### src/rtl/spi_master_burst_if.sv
// rtl/spi_master_burst_if.sv - Control, transmit stream, receive and pin bundle for the burst SPI master
interface spi_master_burst_if #(
    parameter int SPI_CLOCK_DIVIDER_WIDTH = 5,
    parameter int SPI_DATA_WIDTH          = 8,
    parameter int SPI_CS_COUNT            = 4
);
    localparam int CS_INDEX_WIDTH = (SPI_CS_COUNT > 1) ? $clog2(SPI_CS_COUNT) : 1;

    logic                               i_clock_polarity;
    logic                               i_clock_phase;
    logic [SPI_CLOCK_DIVIDER_WIDTH-1:0] i_spi_clock_divider;
    logic [CS_INDEX_WIDTH-1:0]          i_cs_select;
    logic                               i_tx_valid;
    logic                               o_tx_ready;
    logic [SPI_DATA_WIDTH-1:0]          i_tx_data;
    logic                               i_tx_last;
    logic                               o_rx_valid;
    logic [SPI_DATA_WIDTH-1:0]          o_rx_data;
    logic                               o_busy;
    logic [SPI_CS_COUNT-1:0]            o_spi_cs_n;
    logic                               o_spi_clock;
    logic                               o_spi_mosi;
    logic                               i_spi_miso;

    modport master (
        input  i_clock_polarity, i_clock_phase, i_spi_clock_divider, i_cs_select,
        input  i_tx_valid, i_tx_data, i_tx_last, i_spi_miso,
        output o_tx_ready, o_rx_valid, o_rx_data, o_busy,
        output o_spi_cs_n, o_spi_clock, o_spi_mosi
    );

    modport slave (
        output i_clock_polarity, i_clock_phase, i_spi_clock_divider, i_cs_select,
        output i_tx_valid, i_tx_data, i_tx_last, i_spi_miso,
        input  o_tx_ready, o_rx_valid, o_rx_data, o_busy,
        input  o_spi_cs_n, o_spi_clock, o_spi_mosi
    );
endinterface

### src/rtl/spi_master_burst.sv
// rtl/spi_master_burst.sv - Multi-slave SPI master with streamed multi-word bursts under one chip select
module spi_master_burst #(
    parameter int SPI_CLOCK_DIVIDER_WIDTH = 5,
    parameter int SPI_DATA_WIDTH          = 8,
    parameter int SPI_CS_COUNT            = 4
) (
    input  logic                i_clock,
    input  logic                i_reset,
    spi_master_burst_if.master  bus
);
    localparam int CS_INDEX_WIDTH = (SPI_CS_COUNT > 1) ? $clog2(SPI_CS_COUNT) : 1;
    localparam int DW = SPI_DATA_WIDTH;
    localparam int CW = SPI_CLOCK_DIVIDER_WIDTH;
    localparam int EW = $clog2(2 * SPI_DATA_WIDTH);
    localparam logic [EW-1:0] LAST_EDGE = EW'(2 * SPI_DATA_WIDTH - 1);

    typedef enum logic [2:0] {IDLE, SETUP, SHIFT, NEXT, HOLD, GAP} state_t;

    state_t                    state_q, state_d;
    logic                      cpol_q, cpol_d, cpha_q, cpha_d;
    logic [CW-1:0]             div_q, div_d, cnt_q, cnt_d;
    logic [CS_INDEX_WIDTH-1:0] cs_idx_q, cs_idx_d;
    logic [DW-1:0]             tx_q, tx_d, rx_q, rx_d, rx_data_q, rx_data_d;
    logic [EW-1:0]             edge_q, edge_d;
    logic                      last_q, last_d, done_q, done_d;
    logic                      sclk_q, sclk_d, mosi_q, mosi_d;
    logic [SPI_CS_COUNT-1:0]   cs_n_q, cs_n_d;
    logic                      tx_ready_q, tx_ready_d, rx_valid_q, rx_valid_d, busy_q, busy_d;
    logic                      handshake, cnt_zero;

    // Out-of-range indices match no line, so every chip select stays high.
    function automatic logic [SPI_CS_COUNT-1:0] cs_decode(input logic [CS_INDEX_WIDTH-1:0] idx);
        logic [SPI_CS_COUNT-1:0] r;
        r = '1;
        for (int i = 0; i < SPI_CS_COUNT; i++)
            if (idx == CS_INDEX_WIDTH'(i)) r[i] = 1'b0;
        return r;
    endfunction

    always_comb begin
        state_d    = state_q;
        cpol_d     = cpol_q;
        cpha_d     = cpha_q;
        div_d      = div_q;
        cs_idx_d   = cs_idx_q;
        tx_d       = tx_q;
        rx_d       = rx_q;
        rx_data_d  = rx_data_q;
        edge_d     = edge_q;
        last_d     = last_q;
        done_d     = 1'b0;
        sclk_d     = sclk_q;
        mosi_d     = mosi_q;
        cs_n_d     = cs_n_q;
        rx_valid_d = 1'b0;
        busy_d     = busy_q;
        handshake  = bus.i_tx_valid && tx_ready_q;
        cnt_zero   = (cnt_q == '0);
        // Half-period timer: counts down and reloads, so divider+1 cycles per half-period.
        cnt_d      = cnt_zero ? div_q : cnt_q - 1'b1;

        case (state_q)
            IDLE: begin
                sclk_d = bus.i_clock_polarity;
                cnt_d  = '0;
                if (handshake) begin
                    cpol_d   = bus.i_clock_polarity;
                    cpha_d   = bus.i_clock_phase;
                    div_d    = bus.i_spi_clock_divider;
                    cs_idx_d = bus.i_cs_select;
                    tx_d     = bus.i_tx_data;
                    last_d   = bus.i_tx_last;
                    mosi_d   = bus.i_tx_data[DW-1];
                    rx_d     = '0;
                    edge_d   = '0;
                    cnt_d    = bus.i_spi_clock_divider;
                    busy_d   = 1'b1;
                    state_d  = SETUP;
                end
            end
            SETUP: begin
                cs_n_d = cs_decode(cs_idx_q);
                if (cnt_zero) state_d = SHIFT;
            end
            SHIFT: begin
                if (done_q) begin
                    rx_valid_d = 1'b1;
                    rx_data_d  = rx_q;
                    cnt_d      = div_q;
                    state_d    = last_q ? HOLD : NEXT;
                end else if (cnt_zero) begin
                    sclk_d = ~sclk_q;
                    edge_d = edge_q + 1'b1;
                    done_d = (edge_q == LAST_EDGE);
                    // Even edge counts are leading edges; CPHA picks which edge samples.
                    if (~edge_q[0] ^ cpha_q) begin
                        rx_d = {rx_q[DW-2:0], bus.i_spi_miso};
                    end else if (cpha_q) begin
                        mosi_d = tx_q[DW-1];
                        tx_d   = tx_q << 1;
                    end else if (edge_q != LAST_EDGE) begin
                        mosi_d = tx_q[DW-2];
                        tx_d   = tx_q << 1;
                    end
                end
            end
            NEXT: begin
                sclk_d = cpol_q;
                cnt_d  = div_q;
                if (handshake) begin
                    tx_d    = bus.i_tx_data;
                    last_d  = bus.i_tx_last;
                    mosi_d  = bus.i_tx_data[DW-1];
                    rx_d    = '0;
                    edge_d  = '0;
                    state_d = SHIFT;
                end
            end
            HOLD: begin
                if (cnt_zero) begin
                    cs_n_d  = '1;
                    state_d = GAP;
                end
            end
            GAP: begin
                if (cnt_zero) begin
                    busy_d  = 1'b0;
                    state_d = IDLE;
                end
            end
            default: state_d = IDLE;
        endcase

        tx_ready_d = (state_d == IDLE) || (state_d == NEXT);
    end

    always_ff @(posedge i_clock or posedge i_reset) begin
        if (i_reset) begin
            state_q    <= IDLE;
            cpol_q     <= 1'b0;
            cpha_q     <= 1'b0;
            div_q      <= '0;
            cnt_q      <= '0;
            cs_idx_q   <= '0;
            tx_q       <= '0;
            rx_q       <= '0;
            rx_data_q  <= '0;
            edge_q     <= '0;
            last_q     <= 1'b0;
            done_q     <= 1'b0;
            sclk_q     <= 1'b0;
            mosi_q     <= 1'b0;
            cs_n_q     <= '1;
            tx_ready_q <= 1'b0;
            rx_valid_q <= 1'b0;
            busy_q     <= 1'b0;
        end else begin
            state_q    <= state_d;
            cpol_q     <= cpol_d;
            cpha_q     <= cpha_d;
            div_q      <= div_d;
            cnt_q      <= cnt_d;
            cs_idx_q   <= cs_idx_d;
            tx_q       <= tx_d;
            rx_q       <= rx_d;
            rx_data_q  <= rx_data_d;
            edge_q     <= edge_d;
            last_q     <= last_d;
            done_q     <= done_d;
            sclk_q     <= sclk_d;
            mosi_q     <= mosi_d;
            cs_n_q     <= cs_n_d;
            tx_ready_q <= tx_ready_d;
            rx_valid_q <= rx_valid_d;
            busy_q     <= busy_d;
        end
    end

    assign bus.o_tx_ready  = tx_ready_q;
    assign bus.o_rx_valid  = rx_valid_q;
    assign bus.o_rx_data   = rx_data_q;
    assign bus.o_busy      = busy_q;
    assign bus.o_spi_cs_n  = cs_n_q;
    assign bus.o_spi_clock = sclk_q;
    assign bus.o_spi_mosi  = mosi_q;
endmodule

### src/flat_wrapper.sv
// flat-port wrapper written by rule: the top's interface ports become plain ports
module spi_master_burst_flat 
#(
    parameter int SPI_CLOCK_DIVIDER_WIDTH = 5,
    parameter int SPI_DATA_WIDTH          = 8,
    parameter int SPI_CS_COUNT            = 4
)
  (i_clock, i_reset, bus_i_clock_polarity, bus_i_clock_phase, bus_i_spi_clock_divider, bus_i_cs_select, bus_i_tx_valid, bus_i_tx_data, bus_i_tx_last, bus_i_spi_miso, bus_o_tx_ready, bus_o_rx_valid, bus_o_rx_data, bus_o_busy, bus_o_spi_cs_n, bus_o_spi_clock, bus_o_spi_mosi);
  spi_master_burst_if #(.SPI_CLOCK_DIVIDER_WIDTH(SPI_CLOCK_DIVIDER_WIDTH), .SPI_DATA_WIDTH(SPI_DATA_WIDTH), .SPI_CS_COUNT(SPI_CS_COUNT)) bus_i ();
  input  logic i_clock;
  input  logic i_reset;
  input wire logic [$bits(bus_i.i_clock_polarity)-1:0] bus_i_clock_polarity;
  input wire logic [$bits(bus_i.i_clock_phase)-1:0] bus_i_clock_phase;
  input wire logic [$bits(bus_i.i_spi_clock_divider)-1:0] bus_i_spi_clock_divider;
  input wire logic [$bits(bus_i.i_cs_select)-1:0] bus_i_cs_select;
  input wire logic [$bits(bus_i.i_tx_valid)-1:0] bus_i_tx_valid;
  input wire logic [$bits(bus_i.i_tx_data)-1:0] bus_i_tx_data;
  input wire logic [$bits(bus_i.i_tx_last)-1:0] bus_i_tx_last;
  input wire logic [$bits(bus_i.i_spi_miso)-1:0] bus_i_spi_miso;
  output wire logic [$bits(bus_i.o_tx_ready)-1:0] bus_o_tx_ready;
  output wire logic [$bits(bus_i.o_rx_valid)-1:0] bus_o_rx_valid;
  output wire logic [$bits(bus_i.o_rx_data)-1:0] bus_o_rx_data;
  output wire logic [$bits(bus_i.o_busy)-1:0] bus_o_busy;
  output wire logic [$bits(bus_i.o_spi_cs_n)-1:0] bus_o_spi_cs_n;
  output wire logic [$bits(bus_i.o_spi_clock)-1:0] bus_o_spi_clock;
  output wire logic [$bits(bus_i.o_spi_mosi)-1:0] bus_o_spi_mosi;
  assign bus_i.i_clock_polarity = bus_i_clock_polarity;
  assign bus_i.i_clock_phase = bus_i_clock_phase;
  assign bus_i.i_spi_clock_divider = bus_i_spi_clock_divider;
  assign bus_i.i_cs_select = bus_i_cs_select;
  assign bus_i.i_tx_valid = bus_i_tx_valid;
  assign bus_i.i_tx_data = bus_i_tx_data;
  assign bus_i.i_tx_last = bus_i_tx_last;
  assign bus_i.i_spi_miso = bus_i_spi_miso;
  assign bus_o_tx_ready = bus_i.o_tx_ready;
  assign bus_o_rx_valid = bus_i.o_rx_valid;
  assign bus_o_rx_data = bus_i.o_rx_data;
  assign bus_o_busy = bus_i.o_busy;
  assign bus_o_spi_cs_n = bus_i.o_spi_cs_n;
  assign bus_o_spi_clock = bus_i.o_spi_clock;
  assign bus_o_spi_mosi = bus_i.o_spi_mosi;
  spi_master_burst #(.SPI_CLOCK_DIVIDER_WIDTH(SPI_CLOCK_DIVIDER_WIDTH), .SPI_DATA_WIDTH(SPI_DATA_WIDTH), .SPI_CS_COUNT(SPI_CS_COUNT)) u_core (.i_clock(i_clock), .i_reset(i_reset), .bus(bus_i));
endmodule
### config.mk
export PLATFORM = sky130hd
export DESIGN_NAME = spi_master_burst_flat
export DESIGN_NICKNAME = d
export VERILOG_FILES = /design/src/rtl/spi_master_burst_if.sv /design/src/rtl/spi_master_burst.sv /design/src/flat_wrapper.sv
export SDC_FILE = /design/constraint.sdc
export NUM_CORES = 1
export LEC_CHECK = 0
export CORE_ASPECT_RATIO = 0.6
export CORE_MARGIN = 2
export CORE_UTILIZATION = 56
export CTS_BUF_LIST = sky130_fd_sc_hd__clkbuf_8
export DETAILED_ROUTE_END_ITERATION = 10
export PLACE_DENSITY = 0.83
export RECOVER_POWER = 100
export SLEW_MARGIN = 40
export SYNTH_ARGS = -nofsm -noshare
export SYNTH_HDL_FRONTEND = slang
export SYNTH_SLANG_ARGS = --single-unit
export TNS_END_PERCENT = 5
### constraint.sdc
create_clock -name i_clock -period 2.2 [get_ports i_clock]
set_input_delay 0.44 -clock i_clock [delete_from_list [all_inputs] [get_ports i_clock]]
set_output_delay 0.44 -clock i_clock [all_outputs]
set_load 0.03 [all_outputs]
Word-level counts from Yosys, hierarchy flattened:

Index checks and enable logic that the tools add are counted.

* bits in registers: 56
* logic and storage cells: 115
* input bits: 22
* output and inout port bits: 17

* multiplexer cells: 52
* bitwise operators: 3
* add/subtract/negate cells: 2
* reductions and logical operators: 20
* equality and inequality tests: 20

Operators by type and width (number)
* $mux W8: 10
* $pmux W8 S2: 2
* $mux W3: 7
* $mux W1: 19
* $pmux W3 S6: 1
* $mux W4: 4
* $pmux W4 S2: 2
* $mux W5: 3
* $pmux W5 S3: 1
* $ne A2 B1 Y1 const B: 6
* $eq A3 B2 Y1 const B: 3
* $reduce_and A2 Y1: 4
* $eq A3 B3 Y1 const B: 2
* $logic_not A3 Y1: 2
* $reduce_and A3 Y1: 2
* $reduce_and A6 Y1: 1
* $reduce_bool A2 Y1: 3
* $logic_not A5 Y1: 1
* $reduce_and A5 Y1: 1
* $sub A5 B1 Y5 const B: 1
* $add A4 B1 Y4 const B: 1
* $eq A2 B2 Y1 const B: 2
* $eq A4 B4 Y1 const B: 1
* $ne A2 B2 Y1 const B: 2
* other kinds (14): 16

Depth between registers and ports, before layout:

Gate-level depths: netlist of run 1.

* depth after elaboration: 7
* depth in mapped cells: 7
* depth with buffers taken out: 6

Worst setup path after synthesis of run 1:

Ideal clock, no wire load.

* path kind: register -> register
* from: reg u_core.cnt_q[0]
* to: reg u_core.edge_q[1]
* data arrival time: 1.762 ns
* setup slack: 0.312 ns
* buffers on the path: 1
* cell stages (with the launch flop): 8
* path through: dfrtp_1 -> inv_1 -> ha_1 -> or4b_1 -> buf_6 -> o21ai_2 -> nand2_1 -> a221o_1

* longest elaborated chain between the ends: 3

RTL lines
* start: declaration: RTL line spi_master_burst.sv:21 `logic [CW-1:0] div_q, div_d, cnt_q, cnt_d;`
* start signal: assignment: RTL line spi_master_burst.sv:162 `cnt_q <= cnt_d;`
* $logic_not A5 Y1: RTL line spi_master_burst.sv:58 `cnt_zero = (cnt_q == '0);`
* $ne A2 B1 Y1 (no source line)
* $reduce_and A4 Y1 (no source line)
* end signal: assignment: RTL line spi_master_burst.sv:167 `edge_q <= edge_d;`
* end: declaration: RTL line spi_master_burst.sv:24 `logic [EW-1:0] edge_q, edge_d;`

No other way between the ends.
A chain may end at the register's enable or synchronous reset.

Worst setup path after layout of run 1:

* from: reg u_core.state_q[1]
* to: reg u_core.tx_q[3]

* longest elaborated chain between the ends: 4
* elaborated cells between the ends (all ways): 12

RTL lines
* start: declaration: RTL line spi_master_burst.sv:19 `state_t state_q, state_d;`
* start signal: assignment: RTL line spi_master_burst.sv:158 `state_q <= state_d;`
* $eq A3 B2 Y1 / $logic_not A3 Y1 (equally long branches): RTL line spi_master_burst.sv:62 `case (state_q)`
* $reduce_or A2 Y1 (no source line)
* $ne A2 B1 Y1 (no source line) / $reduce_bool A2 Y1 (equally long branches)
* $reduce_and A6 Y1 (no source line)
* end signal: assignment: RTL line spi_master_burst.sv:164 `tx_q <= tx_d;`
* end: declaration: RTL line spi_master_burst.sv:23 `logic [DW-1:0] tx_q, tx_d, rx_q, rx_d, rx_data_q, rx_data_d;`

Several ways; a longest one is shown, not always the timed one.

==> results.json, run 1 <==
{
  "layout_commonest_cell": "dfrtp_1",
  "core_area_um2": 4710,
  "most-common-layout-cells": "dfrtp_1 (52), mux2_2 (37), nand2_1 (20), clkdlybuf4s50_1 (20), dlygate4sd3_1 (18)",
  "grt_pass1_vias": 1907,
  "chipHeight_um": 58.8,
  "routedWlPerCell_um": 15.3,
  "drc": 0,
  "irDropWorstVdd_v": 0.000564,
  "gp_congestion": 0.822,
  "setup_ws_ns": 0.122,
  "clk_latency_ns": 0.32,
  "crit_chain": "and2b_1, nand2b_1, o311ai_4, mux2_2",
  "cts_buffers": 5,
  "outcome": "finished, final reports clean",
  "fmax_mhz": 481,
  "grt_max_degree": 57,
  "cp.arrival_ns": 2.29,
  "cts_tree": "yes",
  "row_count": 19,
  "ys_warn_count": 0,
  "dp_hpwl_um": 3960,
  "die-area_um2": 5610,
  "nNetsFinal": 315,
  "cts.clk_slew.worst_paths_ns": 0.11,
  "critPathMaxStageDelay_ns": 0.60,
  "antenna_found_initial": 0,
  "routed_wl_um": 5440,
  "finalSetupTns_ns": 0,
  "drt_iter0_drc": 107,
  "p_leak_uw": 0.00149,
  "rsz0062_at_grt": "no",
  "crit_path_end_kind": "flip-flop",
  "synth_area_um2": 2810,
  "placed_area_um2": 3310,
  "post-route-util_pct": 71.5,
  "synthArstFlopShare_pct": 100,
  "drt-pass1-iter-count": 4,
  "fin_area_um2": 3370,
  "maxCapViolCount": 0,
  "setup_viol": 0,
  "vias": 2024,
  "clock-root-buffer": "clkbuf_8",
  "period_needed_ns": 2.08,
  "cts_hold_buf": 0,
  "synth_seq_area_share_pct": 50.1,
  "viasPerCell": 5.70,
  "grt_util_all_layers_pct": 21.0,
  "postCtsSetupRepairBufs": 0,
  "area_growth_pct": 19.9,
  "clock_path_buffers": 2,
  "io_buffer_count": 38,
  "cts.htree.levels": 2,
  "die_w_um": 95.4,
  "met1Wirelength_um": 2630,
  "yosys.cell_types.count": 53,
  "synth_fp_nets": 266,
  "slew_headroom_pct": 9.90,
  "crit_fanout": 13,
  "top_layer": "met4",
  "hold_viol_final": 0,
  "cts_resized": 0,
  "antenna_left": 0,
  "cp_slowest_cell": "dfrtp_1",
  "diodes": 0,
  "post-route-period-util_pct": 94.5,
  "synth_edf_count": 0,
  "tightest_slew_ns": 1.35,
  "cp.required_ns": 2.41,
  "min_path_type": "reg -> reg",
  "drv_slew": 0,
  "synth_ff_type": "dfrtp_1",
  "pre_cts_ws_ns": 0.0671,
  "num_io_pins": 39,
  "path_class": "reg -> reg",
  "start_util_pct": 59.6,
  "wl_met3_um": 299,
  "nFillCells": 354,
  "avgSynthCellArea_um2": 11.6,
  "cts_sinks": 56,
  "grt_pass1_wl_um": 8930,
  "netlist_instances": 242,
  "fin_worst_skew_ns": 0.0102,
  "ys_seq_elements": 56,
  "p_per_area_nw_per_um2": 877,
  "overflow": 0,
  "cp-start-kind": "flip-flop",
  "layout-drive-gt1-share_pct": 23.6,
  "route.met2.wl_um": 2460
}
[area by class of cell]
class | count | area [µm²] | area share (%)
inverter | 16 | 60.1 | 1.78
multi-input combinational | 163 | 1280 | 38.2
sequential | 56 | 1410 | 41.8
clock inverter | 3 | 22.5 | 0.669
tap | 63 | 78.8 | 2.34
clock buffer | 5 | 68.8 | 2.04
timing repair buffer | 49 | 444 | 13.2
[cell usage after synthesis, types with 2 or more instances]
cell	n	area [µm²]
dfrtp_1	52	1300
mux2_2	37	417
nand2_1	20	75.1
inv_1	16	60.1
nor2_1	13	48.8
mux2i_1	12	120
o21ai_0	11	55.1
a21oi_1	6	30.0
nand2b_1	5	31.3
dfstp_2	4	105
or3_1	4	25.0
buf_6	3	33.8
nor2b_1	3	18.8
nor3_1	3	15.0
nor3b_1	3	22.5
a22o_1	2	17.5
a22oi_1	2	15.0
and3_1	2	12.5
clkbuf_1	2	7.51
ha_1	2	25.0
nand3_1	2	10.0
nand3b_1	2	15.0
nand4_1	2	12.5
o21ai_2	2	17.5
o221ai_1	2	17.5
or2_2	2	12.5
xor2_1	2	17.5
[power by group]
part           internal, µW  total, µW  switching (µW)
clock network           229        572             343
registers              1240       1410             171
logic                   493        965             472
[routing by layer]
metal  vias to the layer above  global-route usage (%)
li1                        959                       -
met3                         4                    4.87
met2                        58                    30.6
met4                         0                    6.94
met1                      1003                    31.3
met5                         -                       0
[critical path, delay by kind of cell, from the launching register on]
kind | cells | cell delay (ns)
AND/OR/NAND/NOR | 2 | 0.38
multiplexers | 1 | 0.40
flip-flops | 1 | 0.60
AO/OA/AOI/OAI | 1 | 0.57
[state kept, by name (all words and copies together) (netlist names)]
signal,flops
u_core.bus.o_spi_cs_n,4
u_core.cnt_q,5
u_core.bus.o_spi_mosi,1
u_core.bus.o_busy,1
u_core.bus.o_spi_clock,1
u_core.rx_q,8
u_core.state_q,3
u_core.last_q,1
u_core.bus.o_rx_data,8
u_core.div_q,5
u_core.cpha_q,1
u_core.bus.o_rx_valid,1
u_core.cpol_q,1
u_core.cs_idx_q,2
u_core.done_q,1
u_core.tx_q,8
u_core.bus.o_tx_ready,1
u_core.edge_q,4
[cell families (layout without fill, tap and decap cells)]
logic type / after synthesis / in the layout / synth area share (%)
mux: 49 / 49 / 19.1
flops: 56 / 56 / 50.1
buf+inv: 23 / 73 / 4.06
fa+ha+maj: 2 / 2 / 0.891
simple gates: 74 / 74 / 15.5
compound gates: 36 / 36 / 9.72
xor+xnor: 2 / 2 / 0.624
[metrics by stage]
stage / std cells / power, µW / hold WS (ns)
after detailed placement: 347 / 2420 / 0.481
after CTS: 355 / 3000 / 0.494
after global routing: 355 / 3150 / 0.515
final: 355 / 2950 / 0.503
after floorplan: 242 / 2110 / 0.438
after global placement: 347 / 2360 / 0.458
[path summary, 6_finish.rpt]
path                                               from                                  end  slack, ns  cells past startpoint
max                         u_core.state_q[1]$_DFF_PP0_           u_core.tx_q[3]$_DFFE_PP0P_       0.12                      4
max in group asynchronous                       i_reset            u_core.cpol_q$_DFFE_PP0P_       0.37                      3
min                        u_core.edge_q[3]$_DFFE_PP0P_         u_core.edge_q[3]$_DFFE_PP0P_       0.50                      1
max reg2reg                 u_core.state_q[1]$_DFF_PP0_           u_core.tx_q[3]$_DFFE_PP0P_       0.12                      4
min reg2reg                u_core.edge_q[3]$_DFFE_PP0P_         u_core.edge_q[3]$_DFFE_PP0P_       0.50                      1
min in group asynchronous                       i_reset  u_core.bus.o_rx_data[6]$_DFFE_PP0P_       1.00                      3
(Power assumes the default switching activity.)
==> inputs of run 2 (changes only) <==
Settings changed: SLEW_MARGIN 40 to 15.
==> results of run 2 <==
Same layout as run 1: the final DEF is identical, and so are final timing and power.
